**src/rtl/dm_arb_pkg.sv**
```systemverilog
// Shared DM op codes, FSM state encoding and op-class helpers for the DM arbiter.
package dm_arb_pkg;

  localparam logic [2:0] DM_LB        = 3'b000;
  localparam logic [2:0] DM_LBU       = 3'b001;
  localparam logic [2:0] DM_LH        = 3'b010;
  localparam logic [2:0] DM_LHU       = 3'b011;
  localparam logic [2:0] DM_LW        = 3'b100;
  localparam logic [2:0] DM_SB        = 3'b101;
  localparam logic [2:0] DM_SH        = 3'b110;
  localparam logic [2:0] DM_SW        = 3'b111;
  localparam logic [2:0] DM_IDLE_CTRL = DM_LB;

  typedef enum logic {
    ST_IDLE   = 1'b0,
    ST_ACCESS = 1'b1
  } state_e;

  function automatic logic is_store(input logic [2:0] ctrl);
    return (ctrl == DM_SB) || (ctrl == DM_SH) || (ctrl == DM_SW);
  endfunction

endpackage

```
**src/rtl/dm_arbiter_if.sv**
```systemverilog
// One master's request/grant/completion bundle; optional lock bit under DM_ARB_LOCK_EN.
interface dm_arb_if;
  logic        req;
  logic [2:0]  ctrl;
  logic [31:0] addr;
  logic [31:0] wdata;
`ifdef DM_ARB_LOCK_EN
  logic        lock;
`endif
  logic        gnt;
  logic        done;
  logic        err;
  logic [31:0] rdata;

`ifdef DM_ARB_LOCK_EN
  modport master (output req, ctrl, addr, wdata, lock, input gnt, done, err, rdata);
  modport slave  (input req, ctrl, addr, wdata, lock, output gnt, done, err, rdata);
`else
  modport master (output req, ctrl, addr, wdata, input gnt, done, err, rdata);
  modport slave  (input req, ctrl, addr, wdata, output gnt, done, err, rdata);
`endif
endinterface

```
**src/rtl/dm_arb_chk.sv**
```systemverilog
// Combinational alignment/range check; substitutes the idle code so a bad access never reaches the DM.
module dm_arb_chk
  import dm_arb_pkg::*;
#(
  parameter int DM_WORDS = 2048
) (
  input  logic [2:0]  i_ctrl,
  input  logic [31:0] i_addr,
  output logic        o_misaligned,
  output logic        o_out_of_range,
  output logic [2:0]  o_ctrl_to_dm
);

  localparam logic [32:0] LIMIT = 33'(DM_WORDS) << 2;

  always_comb begin
    o_misaligned = 1'b0;
    case (i_ctrl)
      DM_LH, DM_LHU, DM_SH: o_misaligned = i_addr[0];
      DM_LW, DM_SW:         o_misaligned = |i_addr[1:0];
      default:              o_misaligned = 1'b0;
    endcase
  end

  assign o_out_of_range = ({1'b0, i_addr} >= LIMIT);
  assign o_ctrl_to_dm   = (o_misaligned || o_out_of_range) ? DM_IDLE_CTRL : i_ctrl;

endmodule

```
**src/rtl/dm_arbiter.sv**
```systemverilog
// Two-master DM arbiter: capture at end of T, grant+access in T+1, done in T+2; one access/cycle peak.
// Optional DM_ARB_LOCK_EN adds per-master lock for read-modify-write atomicity.
module dm_arbiter
  import dm_arb_pkg::*;
#(
  parameter bit RR_EN    = 1'b1,
  parameter int DM_WORDS = 2048
) (
  input  logic        clk,
  input  logic        rst_n,
  dm_arb_if.slave     m0,
  dm_arb_if.slave     m1,
  output logic [2:0]  dm_ctrl,
  output logic [31:0] dm_addr,
  output logic [31:0] dm_wd,
  input  logic [31:0] dm_rd
);

  localparam logic [0:0] S_IDLE   = 1'(ST_IDLE);
  localparam logic [0:0] S_ACCESS = 1'(ST_ACCESS);

  logic [0:0]  r_state;
  logic        r_own;
  logic        r_ptr;
  logic [2:0]  r_ctrl;
  logic [31:0] r_addr;
  logic [31:0] r_wd;
  logic [1:0]  r_gnt;
  logic [1:0]  r_done;
  logic [1:0]  r_err;
  logic [31:0] r_rdata [2];

  logic [1:0]  w_blk;
  logic [1:0]  w_req;
  logic        w_any;
  logic        w_win;
  logic        w_lock_in;
  logic        w_freeze;
  logic        w_mis;
  logic        w_oor;
  logic        w_err;
  logic [2:0]  w_chk_ctrl;

`ifdef DM_ARB_LOCK_EN
  logic r_lock_vld;
  logic r_lock_own;

  assign w_blk     = {r_lock_vld & ~r_lock_own, r_lock_vld & r_lock_own};
  assign w_lock_in = w_win ? m1.lock : m0.lock;
  assign w_freeze  = r_lock_vld | w_lock_in;

  // Only the owner can win while locked, so any capture without lock releases it.
  always_ff @(posedge clk or negedge rst_n) begin
    if (!rst_n) begin
      r_lock_vld <= 1'b0;
      r_lock_own <= 1'b0;
    end else if (w_any) begin
      r_lock_vld <= w_lock_in;
      if (w_lock_in) r_lock_own <= w_win;
    end
  end
`else
  assign w_blk     = 2'b00;
  assign w_lock_in = 1'b0;
  assign w_freeze  = 1'b0;
`endif

  // A master's req is ignored in its own grant cycle; that is what bounds it to one access per 2 cycles.
  assign w_req = {m1.req & ~r_gnt[1] & ~w_blk[1], m0.req & ~r_gnt[0] & ~w_blk[0]};
  assign w_any = |w_req;
  assign w_win = (w_req[0] & w_req[1]) ? (RR_EN ? r_ptr : 1'b0) : w_req[1];

  dm_arb_chk #(.DM_WORDS(DM_WORDS)) u_chk (
    .i_ctrl         (r_ctrl),
    .i_addr         (r_addr),
    .o_misaligned   (w_mis),
    .o_out_of_range (w_oor),
    .o_ctrl_to_dm   (w_chk_ctrl)
  );

  assign w_err   = w_mis | w_oor;
  assign dm_ctrl = (r_state == S_ACCESS) ? w_chk_ctrl : DM_IDLE_CTRL;
  assign dm_addr = r_addr;
  assign dm_wd   = r_wd;

  always_ff @(posedge clk or negedge rst_n) begin
    if (!rst_n) begin
      r_state    <= S_IDLE;
      r_own      <= 1'b0;
      r_ptr      <= 1'b0;
      r_ctrl     <= DM_IDLE_CTRL;
      r_addr     <= '0;
      r_wd       <= '0;
      r_gnt      <= '0;
      r_done     <= '0;
      r_err      <= '0;
      r_rdata[0] <= '0;
      r_rdata[1] <= '0;
    end else begin
      r_gnt  <= '0;
      r_done <= '0;
      r_err  <= '0;
      if (r_state == S_ACCESS) begin
        r_done[r_own] <= 1'b1;
        r_err[r_own]  <= w_err;
        if (!w_err && !is_store(r_ctrl)) r_rdata[r_own] <= dm_rd;
      end
      if (w_any) begin
        r_state      <= S_ACCESS;
        r_own        <= w_win;
        r_ctrl       <= w_win ? m1.ctrl  : m0.ctrl;
        r_addr       <= w_win ? m1.addr  : m0.addr;
        r_wd         <= w_win ? m1.wdata : m0.wdata;
        r_gnt[w_win] <= 1'b1;
        if (RR_EN && !w_freeze) r_ptr <= ~w_win;
      end else begin
        r_state <= S_IDLE;
      end
    end
  end

  assign m0.gnt   = r_gnt[0];
  assign m1.gnt   = r_gnt[1];
  assign m0.done  = r_done[0];
  assign m1.done  = r_done[1];
  assign m0.err   = r_err[0];
  assign m1.err   = r_err[1];
  assign m0.rdata = r_rdata[0];
  assign m1.rdata = r_rdata[1];

endmodule

```
**src/flat_wrapper.sv**
```systemverilog
// flat-port wrapper written by rule: the top's interface ports become plain ports
module dm_arbiter_flat import dm_arb_pkg::*;
#(
  parameter bit RR_EN    = 1'b1,
  parameter int DM_WORDS = 2048
)
  (clk, rst_n, dm_ctrl, dm_addr, dm_wd, dm_rd, m0_req, m0_ctrl, m0_addr, m0_wdata, m0_gnt, m0_done, m0_err, m0_rdata, m1_req, m1_ctrl, m1_addr, m1_wdata, m1_gnt, m1_done, m1_err, m1_rdata);
  dm_arb_if m0_i ();
  dm_arb_if m1_i ();
  input  logic clk;
  input  logic rst_n;
  output logic [2:0] dm_ctrl;
  output logic [31:0] dm_addr;
  output logic [31:0] dm_wd;
  input  logic [31:0] dm_rd;
  input wire logic [$bits(m0_i.req)-1:0] m0_req;
  input wire logic [$bits(m0_i.ctrl)-1:0] m0_ctrl;
  input wire logic [$bits(m0_i.addr)-1:0] m0_addr;
  input wire logic [$bits(m0_i.wdata)-1:0] m0_wdata;
  output wire logic [$bits(m0_i.gnt)-1:0] m0_gnt;
  output wire logic [$bits(m0_i.done)-1:0] m0_done;
  output wire logic [$bits(m0_i.err)-1:0] m0_err;
  output wire logic [$bits(m0_i.rdata)-1:0] m0_rdata;
  input wire logic [$bits(m1_i.req)-1:0] m1_req;
  input wire logic [$bits(m1_i.ctrl)-1:0] m1_ctrl;
  input wire logic [$bits(m1_i.addr)-1:0] m1_addr;
  input wire logic [$bits(m1_i.wdata)-1:0] m1_wdata;
  output wire logic [$bits(m1_i.gnt)-1:0] m1_gnt;
  output wire logic [$bits(m1_i.done)-1:0] m1_done;
  output wire logic [$bits(m1_i.err)-1:0] m1_err;
  output wire logic [$bits(m1_i.rdata)-1:0] m1_rdata;
  assign m0_i.req = m0_req;
  assign m0_i.ctrl = m0_ctrl;
  assign m0_i.addr = m0_addr;
  assign m0_i.wdata = m0_wdata;
  assign m0_gnt = m0_i.gnt;
  assign m0_done = m0_i.done;
  assign m0_err = m0_i.err;
  assign m0_rdata = m0_i.rdata;
  assign m1_i.req = m1_req;
  assign m1_i.ctrl = m1_ctrl;
  assign m1_i.addr = m1_addr;
  assign m1_i.wdata = m1_wdata;
  assign m1_gnt = m1_i.gnt;
  assign m1_done = m1_i.done;
  assign m1_err = m1_i.err;
  assign m1_rdata = m1_i.rdata;
  dm_arbiter #(.RR_EN(RR_EN), .DM_WORDS(DM_WORDS)) u_core (.clk(clk), .rst_n(rst_n), .m0(m0_i), .m1(m1_i), .dm_ctrl(dm_ctrl), .dm_addr(dm_addr), .dm_wd(dm_wd), .dm_rd(dm_rd));
endmodule
```
**config.mk**
```make
export PLATFORM = sky130hd
export DESIGN_NAME = dm_arbiter_flat
export DESIGN_NICKNAME = d
export VERILOG_FILES = /design/src/rtl/dm_arb_pkg.sv /design/src/rtl/dm_arbiter_if.sv /design/src/rtl/dm_arb_chk.sv /design/src/rtl/dm_arbiter.sv /design/src/flat_wrapper.sv
export SDC_FILE = /design/constraint.sdc
export NUM_CORES = 1
export LEC_CHECK = 0
export BUFFER_PORTS_ARGS = -buffer_cell sky130_fd_sc_hd__buf_2
export CAP_MARGIN = 20
export CORE_AREA = 2 2 119 121
export CTS_CLUSTER_DIAMETER = 150
export CTS_CLUSTER_SIZE = 20
export DETAILED_ROUTE_END_ITERATION = 8
export DIE_AREA = 0 0 121 123
export GPL_ROUTABILITY_DRIVEN = 0
export HOLD_SLACK_MARGIN = 0.1
export PLACE_DENSITY = 0.83
export SETUP_SLACK_MARGIN = 0.5
export SKIP_LAST_GASP = 1
export SYNTH_ARGS = -nofsm -noshare
export SYNTH_HDL_FRONTEND = slang
export SYNTH_HIERARCHICAL = 1
export SYNTH_SLANG_ARGS = --single-unit
```
**constraint.sdc**
```tcl
create_clock -name clk -period 5.2 [get_ports clk]
set_input_delay 1.04 -clock clk [delete_from_list [all_inputs] [get_ports clk]]
set_output_delay 1.04 -clock clk [all_outputs]
set_load 0.05 [all_outputs]
```
==> flow_metrics.tcl <==
set metrics [dict create \
    status "finished, final reports clean" \
    layout_commonest_cell "buf_2" \
    required_ns 4.16 \
    initial_utilization 0.4302 \
    synth_area_mm2 0.005856 \
    ctsHoldBuffers 0 \
    r2r_slack_ns 2.68 \
    crit_path_end_kind "output port" \
    die_area_mm2 0.01488 \
    htreeDepth 4 \
    grt_pass1_vias 4877 \
    finalNetCount 877 \
    ir_drop_uv 270.9 \
    power_density_mw_per_mm2 464.2 \
    via_per_inst 5.365 \
    clk_pin_slew_ns 0.06 \
    maxSlewHeadroom 0.4160 \
    synthesis.nets 582 \
    clkLatencyLatePin_ns 0.42 \
    drtPass1Iterations 4 \
    cts_setup_buffers 0 \
    synth_top_area_frac 0.5983 \
    antenna_found_initial 2 \
    hold_end "u_core/r_own" \
    fillerInstances 1110 \
    cts.repair.resized 0 \
    fin_area_mm2 0.008063 \
    routed_wl_um 16470 \
    core_area_mm2 0.01361 \
    synth.yosys.seq_area_share 0.5983 \
    cts_tree "yes" \
    grt_max_degree 102 \
    rsz0062_at_grt "false" \
    ys_ff_latch 140 \
    yosys_warnings 6 \
    holdPathStages 1 \
    crit_slowest_cell "dfrtp_1" \
    arrival_ns 2.32 \
    synth_area_leaders "dfrtp_1 (60%), mux2_2 (12%), a221o_1 (11%)" \
    place_area_mm2 0.007483 \
    period_needed_ns 3.357 \
    cts_buffers 17 \
    setup_viol 0 \
    clockBufferDepth 2 \
    die_w_um 121 \
    finalMaxSlewViolations 0 \
    num_io_pins 307 \
    critPathMaxFanout 4 \
    hold_path_class "register to register" \
    cts_root_buf "clkbuf_16" \
    skew_ns 0.009601 \
    num_vias 4839 \
    syn2layout_area_growth_pct 37.69 \
    hold_viol_final 0 \
    rows 43 \
    synth_cells 412 \
    p_leak_uw 0.003930 \
    cp_top_family "simple AND/OR/NAND/NOR gates" \
    drc 0 \
    start_kind "register" \
    post-dp-hpwl_um 12000 \
    cts.sinks 140 \
    worstPathCellList "nor4_1 -> nand4_1 -> nor4_4 -> and3_1 -> and2_1 -> buf_2" \
    slowest_delay_ns 0.40 \
    placed_cells 868 \
    drt_iter0_drc 240 \
    track_usage 0.2183 \
    post-route-period-util 0.6455 \
    timing.fmax_ghz 0.2979 \
    crit_buf_inv 1 \
    wl_per_cell_um 18.26 \
    grt_pass1_wl_um 24990 \
    rr_worst_depth 4 \
    port_buffers 306 \
    fin_cells 902 \
    tightest_slew_ns 0.8761 \
    reg2reg_to "u_core/dm_wd[27]" \
    final_cell_mix "buf_2 (305), dfrtp_1 (140), nor3b_1 (67), a221o_1 (67), mux2_2 (64)" \
    yosys.area.top_type "dfrtp_1" \
    synth_area_per_cell_um2 14.21 \
    overflow 0 \
    fp.dieH_um 123 \
    ant_nets 0 \
    tns_ns 0 \
    hp-start "u_core/r_own" \
    worstReg2RegStart "u_core/r_gnt[1]" \
    drive_gt1_frac 0.5792 \
    synthDistinctLibCells 30 \
    path_class "register to output port" \
    maxCapViolCount 0 \
]
## state kept, by name (all words and copies together), names as in the netlist
register         flops
u_core/r_state       1
u_core/dm_addr      32
u_core/r_ptr         1
u_core/r_err         2
u_core/r_gnt         2
u_core/r_ctrl        3
u_core/r_own         1
u_core/m0.rdata     32
u_core/m1.rdata     32
u_core/r_done        2
u_core/dm_wd        32
## how the worst max path moves through the flow
| stage | slack [ns] | end | depth (start not counted) | from |
|---|---|---|---|---|
| floorplan | 2.35 | dm_ctrl[0] | 5 | u_core/dm_addr[28] |
| global placement | 2.09 | u_core/dm_wd[21] | 5 | m1_req |
| detailed placement | 1.96 | u_core/dm_wd[3] | 5 | m1_req |
| CTS | 1.78 | dm_ctrl[2] | 6 | u_core/dm_addr[20] |
| global route | 1.68 | dm_ctrl[1] | 6 | u_core/dm_addr[20] |
| finish | 1.84 | dm_ctrl[2] | 6 | u_core/dm_addr[20] |
## where the power goes
part / internal [uW] / switching (uW) / leakage [uW] / total, uW
clock network: 636 / 524 / 0.000276 / 1160
registers: 1260 / 115 / 0.00167 / 1370
logic: 351 / 857 / 0.00198 / 1210
## per-stage QoR
step	util	power, uW	hold slack [ns]	setup slack, ns
6_report	0.5923	3742	0.4930	1.843
5_1_grt	0.5923	3902	0.5104	1.681
4_1_cts	0.5920	3776	0.4984	1.777
3_5_place_dp	0.5498	2603	0.4866	1.959
3_3_place_gp	0.5498	2566	0.4763	2.086
2_1_floorplan	-	2262	0.4562	2.350
## logic make-up (layout without fill, tap and decap cells)
kind of cell           after synthesis  in the layout  share of synthesized area
multiplexers                        64             64                     0.1231
other                                0              2                          0
flip-flops                         140            140                     0.5983
AND/OR/NAND/NOR                     93             93                     0.1184
AO/OA/AOI/OAI                       74             74                     0.1229
buffers and inverters               41            349                    0.03739
## area by class of cell
cell class / count / area, um^2 / area share
sequential: 140 / 3503 / 0.4345
timing repair buffer: 313 / 1590 / 0.1972
clock inverter: 15 / 148.9 / 0.01847
inverter: 4 / 15.01 / 0.001862
clock buffer: 17 / 425.4 / 0.05276
antenna: 2 / 5.005 / 0.0006207
tap: 180 / 225.2 / 0.02793
multi-input combinational: 231 / 2150 / 0.2666
## synthesized netlist by cell type
master    instances
o311a_1           1
nand3_1           2
o21ai_0           1
nor4_2            1
nor3b_1          67
a21oi_2           1
a21oi_1           2
mux2_2           64
a221o_1          67
nand2b_4          1
a21o_1            1
buf_2            19
clkbuf_1         10
buf_1             1
nor2b_1           3
and2_1            4
buf_6             4
inv_1             4
nor2_1            2
nand2_1           1
and3_1            3
nor2b_4           1
or2_2             1
nor4_1            3
buf_4             3
o21a_1            1
and2b_1           1
nand4_1           2
dfrtp_1         140
nor4_4            1
## routing by layer
| metal | GRT usage | vias to the layer above | share of wire |
|---|---|---|---|
| met2 | 0.3789 | 253 | 0.51 |
| met4 | 0.09666 | 0 | 0.023 |
| li1 | - | 2184 | - |
| met3 | 0.05258 | 24 | 0.074 |
| met5 | 0 | - | 0 |
| met1 | 0.2584 | 2378 | 0.39 |
(Power assumes the default switching activity.)
